$ cat src/rtl/vga_timing_gen.sv
// ---------------------------------------------------------------------------
// vga_timing_gen
//
// Parametrised VGA timing generator. A clock-enable tick is derived from the
// system clock every CLK_DIV cycles, so the whole block runs on Clock with no
// divided clock. Two pipeline stages:
//   stage 0 : h/v counters, pixel coordinates and framebuffer read address
//   stage 1 : sync, active flag and colour, registered one tick later so the
//             colour returned by the framebuffer lines up with the syncs
//
// Optional feature macro: VGA_TIMING_ADDR_EN
//   defined   - linear framebuffer address counter is built
//   undefined - counter removed, oColorAddress tied to 0
//
// Ports
//   Clock          in   system clock, all logic on posedge
//   Reset          in   asynchronous active-low reset
//   iEnable        in   run enable; low holds the generator in reset state
//   iColor         in   framebuffer data for the address issued last tick
//   oHs / oVs      out  horizontal / vertical sync (polarity HS_POL/VS_POL)
//   oRGB           out  pixel colour, 0 outside the active area
//   oActive        out  oRGB carries visible pixel data
//   oPixelX/Y      out  coordinates of the pixel addressed on oColorAddress
//   oColorAddress  out  linear framebuffer read address
//   oLineStart     out  one-Clock pulse when stage 1 enters h=0
//   oFrameStart    out  one-Clock pulse when stage 1 enters h=0,v=0
// ---------------------------------------------------------------------------
module vga_timing_gen #(
    parameter int H_ACTIVE = 640,
    parameter int H_FP     = 16,
    parameter int H_SYNC   = 96,
    parameter int H_BP     = 48,
    parameter int V_ACTIVE = 480,
    parameter int V_FP     = 10,
    parameter int V_SYNC   = 2,
    parameter int V_BP     = 33,
    parameter int HS_POL   = 0,
    parameter int VS_POL   = 0,
    parameter int CLK_DIV  = 2,
    parameter int COLOR_W  = 3,
    parameter int ADDR_W   = 19
) (
    input  logic               Clock,
    input  logic               Reset,
    input  logic               iEnable,
    input  logic [COLOR_W-1:0] iColor,
    output logic               oHs,
    output logic               oVs,
    output logic [COLOR_W-1:0] oRGB,
    output logic               oActive,
    output logic [15:0]        oPixelX,
    output logic [15:0]        oPixelY,
    output logic [ADDR_W-1:0]  oColorAddress,
    output logic               oLineStart,
    output logic               oFrameStart
);

    localparam int H_TOTAL = H_ACTIVE + H_FP + H_SYNC + H_BP;
    localparam int V_TOTAL = V_ACTIVE + V_FP + V_SYNC + V_BP;
    localparam int DIV_W   = (CLK_DIV > 1) ? $clog2(CLK_DIV) : 1;

    localparam logic [DIV_W-1:0] DIV_LAST = DIV_W'(CLK_DIV - 1);
    localparam logic [15:0] H_LAST   = 16'(H_TOTAL - 1);
    localparam logic [15:0] V_LAST   = 16'(V_TOTAL - 1);
    localparam logic [15:0] H_ACT    = 16'(H_ACTIVE);
    localparam logic [15:0] V_ACT    = 16'(V_ACTIVE);
    localparam logic [15:0] HS_START = 16'(H_ACTIVE + H_FP);
    localparam logic [15:0] HS_END   = 16'(H_ACTIVE + H_FP + H_SYNC);
    localparam logic [15:0] VS_START = 16'(V_ACTIVE + V_FP);
    localparam logic [15:0] VS_END   = 16'(V_ACTIVE + V_FP + V_SYNC);
    localparam logic        HS_ON    = 1'(HS_POL);
    localparam logic        VS_ON    = 1'(VS_POL);
    localparam logic        HS_OFF   = ~HS_ON;
    localparam logic        VS_OFF   = ~VS_ON;

    // stage 0
    logic [DIV_W-1:0] r_div;
    logic [15:0]      r_h;
    logic [15:0]      r_v;
    logic             w_tick;
    logic             w_h_last;
    logic             w_v_last;
    logic             w_active0;
    logic             w_hs0;
    logic             w_vs0;

    // stage 1
    logic               r_hs;
    logic               r_vs;
    logic               r_active;
    logic [COLOR_W-1:0] r_rgb;
    logic               r_line_start;
    logic               r_frame_start;

    assign w_tick    = (r_div == DIV_LAST);
    assign w_h_last  = (r_h == H_LAST);
    assign w_v_last  = (r_v == V_LAST);
    assign w_active0 = (r_h < H_ACT) && (r_v < V_ACT);
    assign w_hs0     = (r_h >= HS_START) && (r_h < HS_END);
    assign w_vs0     = (r_v >= VS_START) && (r_v < VS_END);

    // Tick divider and raster counters
    always_ff @(posedge Clock or negedge Reset) begin
        if (!Reset) begin
            r_div <= '0;
            r_h   <= '0;
            r_v   <= '0;
        end else if (!iEnable) begin
            r_div <= '0;
            r_h   <= '0;
            r_v   <= '0;
        end else begin
            r_div <= w_tick ? '0 : r_div + 1'b1;
            if (w_tick) begin
                if (w_h_last) begin
                    r_h <= '0;
                    r_v <= w_v_last ? '0 : r_v + 1'b1;
                end else begin
                    r_h <= r_h + 1'b1;
                end
            end
        end
    end

    // Stage 1: captures stage 0 and the returned colour on the tick edge.
    // The pulse flags are written every Clock so they drop again one Clock
    // after the tick that raised them.
    always_ff @(posedge Clock or negedge Reset) begin
        if (!Reset) begin
            r_hs          <= HS_OFF;
            r_vs          <= VS_OFF;
            r_active      <= 1'b0;
            r_rgb         <= '0;
            r_line_start  <= 1'b0;
            r_frame_start <= 1'b0;
        end else if (!iEnable) begin
            r_hs          <= HS_OFF;
            r_vs          <= VS_OFF;
            r_active      <= 1'b0;
            r_rgb         <= '0;
            r_line_start  <= 1'b0;
            r_frame_start <= 1'b0;
        end else begin
            r_line_start  <= w_tick && (r_h == '0);
            r_frame_start <= w_tick && (r_h == '0) && (r_v == '0);
            if (w_tick) begin
                r_hs     <= w_hs0 ? HS_ON : HS_OFF;
                r_vs     <= w_vs0 ? VS_ON : VS_OFF;
                r_active <= w_active0;
                r_rgb    <= w_active0 ? iColor : '0;
            end
        end
    end

`ifdef VGA_TIMING_ADDR_EN
    localparam logic [ADDR_W-1:0] ADDR_LAST = ADDR_W'(H_ACTIVE * V_ACTIVE - 1);

    logic [ADDR_W-1:0] r_addr;

    // Steps past every active pixel, so through blanking it already holds the
    // first address of the next line; the last pixel of the frame holds its
    // own value until the raster wraps back to 0,0.
    always_ff @(posedge Clock or negedge Reset) begin
        if (!Reset) begin
            r_addr <= '0;
        end else if (!iEnable) begin
            r_addr <= '0;
        end else if (w_tick) begin
            if (w_h_last && w_v_last) begin
                r_addr <= '0;
            end else if (w_active0 && (r_addr != ADDR_LAST)) begin
                r_addr <= r_addr + 1'b1;
            end
        end
    end

    assign oColorAddress = r_addr;
`else
    assign oColorAddress = '0;
`endif

    assign oPixelX     = r_h;
    assign oPixelY     = r_v;
    assign oHs         = r_hs;
    assign oVs         = r_vs;
    assign oActive     = r_active;
    assign oRGB        = r_rgb;
    assign oLineStart  = r_line_start;
    assign oFrameStart = r_frame_start;

endmodule

$ cat config.mk
export PLATFORM = sky130hd
export DESIGN_NAME = vga_timing_gen
export DESIGN_NICKNAME = d
export VERILOG_FILES = /design/src/rtl/vga_timing_gen.sv
export SDC_FILE = /design/constraint.sdc
export NUM_CORES = 1
export LEC_CHECK = 0
export CORE_AREA = 2 2 73 109
export CTS_BUF_LIST = sky130_fd_sc_hd__clkbuf_8 sky130_fd_sc_hd__clkbuf_16
export CTS_CLUSTER_DIAMETER = 200
export CTS_CLUSTER_SIZE = 25
export DETAILED_ROUTE_END_ITERATION = 10
export DIE_AREA = 0 0 75 111
export GPL_ROUTABILITY_DRIVEN = 0
export PLACE_DENSITY = 0.64
export SLEW_MARGIN = 20
export SYNTH_ARGS = -nofsm -noshare
export SYNTH_HDL_FRONTEND = slang
export SYNTH_SLANG_ARGS = --single-unit
export TNS_END_PERCENT = 20
$ cat constraint.sdc
create_clock -name Clock -period 2.8 [get_ports Clock]
set_clock_uncertainty 0.05 [all_clocks]
set_input_delay 0.56 -clock Clock [delete_from_list [all_inputs] [get_ports Clock]]
set_output_delay 0.56 -clock Clock [all_outputs]
set_load 0.01 [all_outputs]
==> run metrics, run 1 <==
Mapped Area 2520 sq um; num ports 65; nets@finish 333; clock slew at reported path FFs 0.06 ns; Initial DRC Count 115; Final Core Density 42.3%; chip width 75 microns; max_slew headroom 36.6%; EDFF count, synth 0; Tcrit/Tclk final 85.0%; final wirelength 6.78 mm; ANT cells 0; Hold WC Path Type input port to async pin; Fmax 420 MHz; Compound-Gate Fraction of Synth Area 15.8%; core area 7470 sq um; largest family of logic cells by synthesized area simple AND/OR/NAND/NOR gates; Final WS setup 0.420 ns; Critical Path Source Type register; arrival time worst endpoint 2.51 ns; synth unique cells 52; Post-Syn Instances 279; Initial Utilization 33.8%; syn avg cell area 9.03 sq um; post-CTS setup buffer count 0; area share of and/or/nand/nor cells after synthesis 29.9%; Leak 1.33 nW; CTS Buf Count 5; worst-margin pin slew 0.951 ns; YS warnings 0; fin crit period 2.38 ns; post-synthesis mux area share 0.794%; H-tree depth 2; dpl hpwl 4.85 mm; Final setup viols 0; Via Count 2284; Sink Count 41; adder-cell share of the synthesized area 1.99%; vias in the first global route 2264; routed vias/inst 5.36; Root Buffer Master clkbuf_16; Cell Pwr Density 409 nW/um^2; initial antenna violation count 0; sequential share of the synthesized area 40.8%; status completed; pin count of the biggest net entering global routing 42; quantity of I/O buffers inserted on ports 45; Worst VDD drop 0.000210 V; first-pass GRT wire length 11.3 mm; xor and xnor area share after synthesis 1.39%; Setup crit end kind register; max_cap viols 0; kind of critical path register to register; Max Slew Vio Count 0; Async SR Flop Fraction 100%; Clock Path Buffers 2; Final TNS setup 0 ns; WP data required 2.94 ns; dominant synthesized flop cell dfrtp_1; drt wl/cell 15.9 microns; drt drc 0; crit-path max FO 10; RSZ-0062 raised after global routing false; antenna-violating nets left 0; DRT Pass-1 Iters 4; number of core rows 39; clock latency on the worst-skew pair 0.29 ns; total gr overflow 0; die area 8330 sq um; post-synthesis sequential element count 41; total track usage 17.2%; CTS tree done; cts repair resizes 0; dpl ws 0.443 ns; Final Hold Fails 0; hold buffer count at CTS 0; area delta synth->final 25.3%; Die H 111 microns; layout cells sized above 1 8.64%
cells in the final DEF, fill, tap and decap left out, types with 3 or more instances in the layout:
cell type,n
a211oi_1,6
a21oi_1,13
a22o_1,3
and2_1,4
and3_1,4
and4_1,7
buf_4,7
clkbuf_16,5
clkdlybuf4s50_1,44
conb_1,19
dfrtp_1,39
ha_1,4
inv_1,9
nand2_1,27
nand2b_1,6
nand3_1,9
nand3b_1,3
nand4_1,13
nor2_1,12
nor3_1,6
nor4_1,5
o211a_1,3
o21ai_0,14
o22ai_1,5
o32ai_1,5
or3_1,13
or4_4,3
xor2_1,3
final timing paths:
check                      depth (start not counted)               startpoint  slack [ns]                 endpoint
hold / removal                                     1                    Reset        0.37  oPixelX[15]$_DFFE_PN0N_
max in group asynchronous                          1                    Reset        1.75   oPixelX[0]$_DFFE_PN0N_
min in group Clock                                 1      oActive$_DFFE_PN0N_        0.44      oActive$_DFFE_PN0N_
setup / recovery                                   4  oPixelX[14]$_DFFE_PN0N_        0.42  oPixelY[10]$_DFFE_PN0P_
hold reg to reg                                    1      oActive$_DFFE_PN0N_        0.44      oActive$_DFFE_PN0N_
setup reg to reg                                   4  oPixelX[14]$_DFFE_PN0N_        0.42  oPixelY[10]$_DFFE_PN0P_
cells in the mapped netlist, types with 7 or more instances:
cell type,count,area share [%]
nor2_1,12,1.8
or3_1,13,3.2
nand4_1,13,3.2
a21oi_1,13,2.6
nand3_1,9,1.8
dfrtp_1,39,39
inv_1,9,1.3
o21ai_0,14,2.8
and4_1,7,2.4
buf_4,19,5.7
clkbuf_1,11,1.6
nand2_1,27,4.0
sequential cells by signal (all words and copies together) (netlist names):
name	flops
oPixelY	16
oPixelX	16
oVs	1
oRGB	3
oFrameStart	1
r_div	1
oLineStart	1
oHs	1
oActive	1
where the power goes:
group / switching, mW / total, mW / leakage, nW / internal (mW)
registers: 0.00863 / 0.611 / 0.560 / 0.602
logic: 0.0690 / 0.109 / 0.698 / 0.0397
clock network: 0.246 / 0.573 / 0.0696 / 0.327
per-layer routing:
layer / track usage [%] / vias to the layer above / part of all wire [%]
met3: 2.09 / 10 / 3.4
met2: 30.5 / 64 / 54
met4: 6.43 / 0 / 2.1
met5: 0 / - / 0
met1: 20.3 / 1119 / 40
li1: - / 1091 / -
area by class of cell:
cell class                 count  area [sq um]
clock buffer                   5           125
clock inverter                 3          17.5
fill                         730          4310
inverter                       9          33.8
multi-input combinational    214          1330
sequential                    41          1030
tap                          102           128
timing repair buffer          52           498
per-stage QoR:
stage | instance area [sq um] | hold WS [ns] | std cells | total power [mW]
after floorplan | 2590 | 0.214 | 297 | 0.696
final | 3160 | 0.374 | 426 | 1.29
after detailed placement | 3020 | 0.422 | 418 | 0.731
after global placement | 3020 | 0.429 | 418 | 0.730
after CTS | 3160 | 0.413 | 426 | 1.31
after global routing | 3160 | 0.455 | 426 | 1.34
critical path, stage by stage, from the launching register on:
cell     delay, ns
dfrtp_1       0.41
or4_4         0.55
nor4_1        0.54
nand3_2       0.35
o32ai_1       0.37
kinds of logic (layout without fill, tap and decap cells):
logic type | count (synthesis) | count (layout)
and+or+nand+nor | 126 | 126
AOI/OAI and AO/OA | 59 | 59
buffers and inverters | 42 | 69
DFF | 41 | 41
adders and majority gates | 4 | 4
xor gates and xnor gates | 4 | 4
muxes | 2 | 2
other | 1 | 19
Note: power is estimated with default switching activity, not from simulation.
==> run 2: changes to the inputs <==
==> constraint.sdc (replaced) <==
create_clock -name Clock -period 2.35 [get_ports Clock]
set_clock_uncertainty 0.05 [all_clocks]
set_input_delay 0.47 -clock Clock [delete_from_list [all_inputs] [get_ports Clock]]
set_output_delay 0.47 -clock Clock [all_outputs]
set_load 0.01 [all_outputs]
==> run 2 against run 1 <==
  * Via count grew 3.3%
  * Non-clock buffer count grew 7
  * Clock power grew 42%
  * Count of clock-buffer cells in the layout grew 1
  * Wire length grew 0.37%
  * Register-to-register slack lost 0.31 ns
  * Hold slack lost 0.28 ns
  * Design area grew 3.6%
  * Sequential power grew 19%
==> run metrics, run 2 (synthesis gave the netlist of run 1 again) <==
crit-path max FO 5 (-5); Final setup viols 0 (unchanged); Sink Count 41 (unchanged); chip width 75 microns (unchanged); initial antenna violation count 0 (unchanged); clock slew at reported path FFs 0.06 ns (about the same); Initial Utilization 33.8% (unchanged); routed vias/inst 5.45 (+1.6%); dpl ws 0.0794 ns (-0.363 ns); total gr overflow 0 (unchanged); arrival time worst endpoint 2.41 ns (-0.10 ns); first-pass GRT wire length 11.0 mm (-2.8%); pin count of the biggest net entering global routing 42 (unchanged); dpl hpwl 4.85 mm (+0.11%); drt wl/cell 15.7 microns (-1.3%); most frequent cells in the layout clkdlybuf4s50_1 (44), dfrtp_1 (39), nand2_1 (27), conb_1 (19), o21ai_0 (14); Die H 111 microns (unchanged); Final Hold Fails 0 (unchanged); num ports 65 (unchanged); Critical Path Source Type register; Final TNS setup 0 ns (unchanged); Max Slew Vio Count 0 (unchanged); core area 7470 sq um (unchanged); Leak 1.38 nW (+4.2%); r2r setup slk 0.11 ns (-0.31 ns); RSZ-0062 raised after global routing false; clock latency on the worst-skew pair 0.29 ns (about the same); ANT cells 0 (unchanged); overall power 1.68 mW (+30%); final wirelength 6.80 mm (+0.37%); total track usage 17.1% (-0.091 points); worst r2r dst oPixelY[7]$_DFFE_PN0P_; launch point of the worst path oPixelX[15]$_DFFE_PN0N_; vias in the first global route 2186 (-3.4%); Root Buffer Master clkbuf_16; DRT Pass-1 Iters 4 (unchanged); Clock Path Buffers 2 (unchanged); Via Count 2359 (+3.3%); drt drc 0 (unchanged); R2R depth 4 (unchanged); hold buffer count at CTS 0 (unchanged); status completed; Final WS setup 0.113 ns (-0.307 ns); Worst VDD drop 0.000358 V (+70%); WP data required 2.52 ns (-0.42 ns); worst-margin pin slew 0.526 ns (-0.425 ns); Initial DRC Count 171 (+49%); Critical Path Sink oPixelY[7]$_DFFE_PN0P_; number of core rows 39 (unchanged); max_slew headroom 64.6% (+28 points); antenna-violating nets left 0 (unchanged); reg2reg start oPixelX[15]$_DFFE_PN0N_; nets@finish 340 (+2.1%); CTS tree done; Setup crit end kind register; Tcrit/Tclk final 95.2% (+10 points); quantity of I/O buffers inserted on ports 45 (unchanged); Hold WC Path Type input port to async pin; area delta synth->final 29.8%; max_cap viols 0 (unchanged); Fmax 447 MHz (+6.4%); Cell Pwr Density 513 nW/um^2 (+25%); layout cells sized above 1 10.9% (+2.2 points); H-tree depth 2 (unchanged); kind of critical path register to register; CTS Buf Count 5 (unchanged); die area 8330 sq um (unchanged); fin crit period 2.24 ns (-0.143 ns); leading cell type in the layout, fill and taps excluded clkdlybuf4s50_1
-- run 2: changes by cell type in the layout (fill, tap and decap cells not counted), sizes merged --
cell and delta:
bufinv +1, clkinv -2, buf +7, clkbuf +1
-- run 2: area by class of cell --
cell class | instances | area (sq um)
fill | 740 | 4190
multi-input combinational | 214 | 1340
sequential | 41 | 1030
timing repair buffer | 59 | 563
clock buffer | 6 | 139
tap | 102 | 128
clock inverter | 2 | 37.5
inverter | 9 | 33.8
-- run 2: worst min-delay path by stage --
stage,slack [ns],endpoint,cells past startpoint
finish,0.1,oPixelX[14]$_DFFE_PN0N_,2
global route,0.12,oPixelX[15]$_DFFE_PN0N_,2
CTS,0.10,oPixelX[12]$_DFFE_PN0N_,2
detailed placement,0.41,oPixelX[13]$_DFFE_PN0N_,2
global placement,0.41,oPixelX[14]$_DFFE_PN0N_,2
floorplan,0.12,oActive$_DFFE_PN0N_,0
-- run 2: per-stage QoR --
step	util (%)	cell area, sq um	hold slack [ns]	instances
after global placement	41.3	3080	0.409	425
after CTS	43.6	3260	0.104	433
after detailed placement	41.3	3080	0.409	425
after global routing	43.8	3270	0.119	433
after floorplan	-	2590	0.124	297
final	43.8	3270	0.0965	433
-- run 2: where the power goes --
part / leakage (nW) / total (mW) / internal (mW) / switching (mW)
Combinational: 0.740 / 0.135 / 0.0526 / 0.0823
Clock: 0.0831 / 0.814 / 0.530 / 0.284
Sequential: 0.560 / 0.728 / 0.718 / 0.0104
Total: 1.38 / 1.68 / 1.30 / 0.377
-- run 2: worst max-delay path: stages (launching register included) --
cell and delay [ns]:
dfrtp_1 0.41, or4_4 0.58, or4_4 0.59, o41a_1 0.43, a21oi_1 0.12
-- run 2: repair_timing --
action,4_1_cts,5_1_grt
setup endpoints to repair,0,8
gates resized for setup,0,2
setup buffers,0,0
-- run 2: routing by layer --
layer / vias up / routed length [microns] / GRT usage (%)
li1: 1111 / - / -
met4: 0 / 90 / 5.36
met5: - / 0 / 0
met1: 1171 / 2630 / 20.5
met2: 69 / 3760 / 29.6
met3: 8 / 315 / 3.36
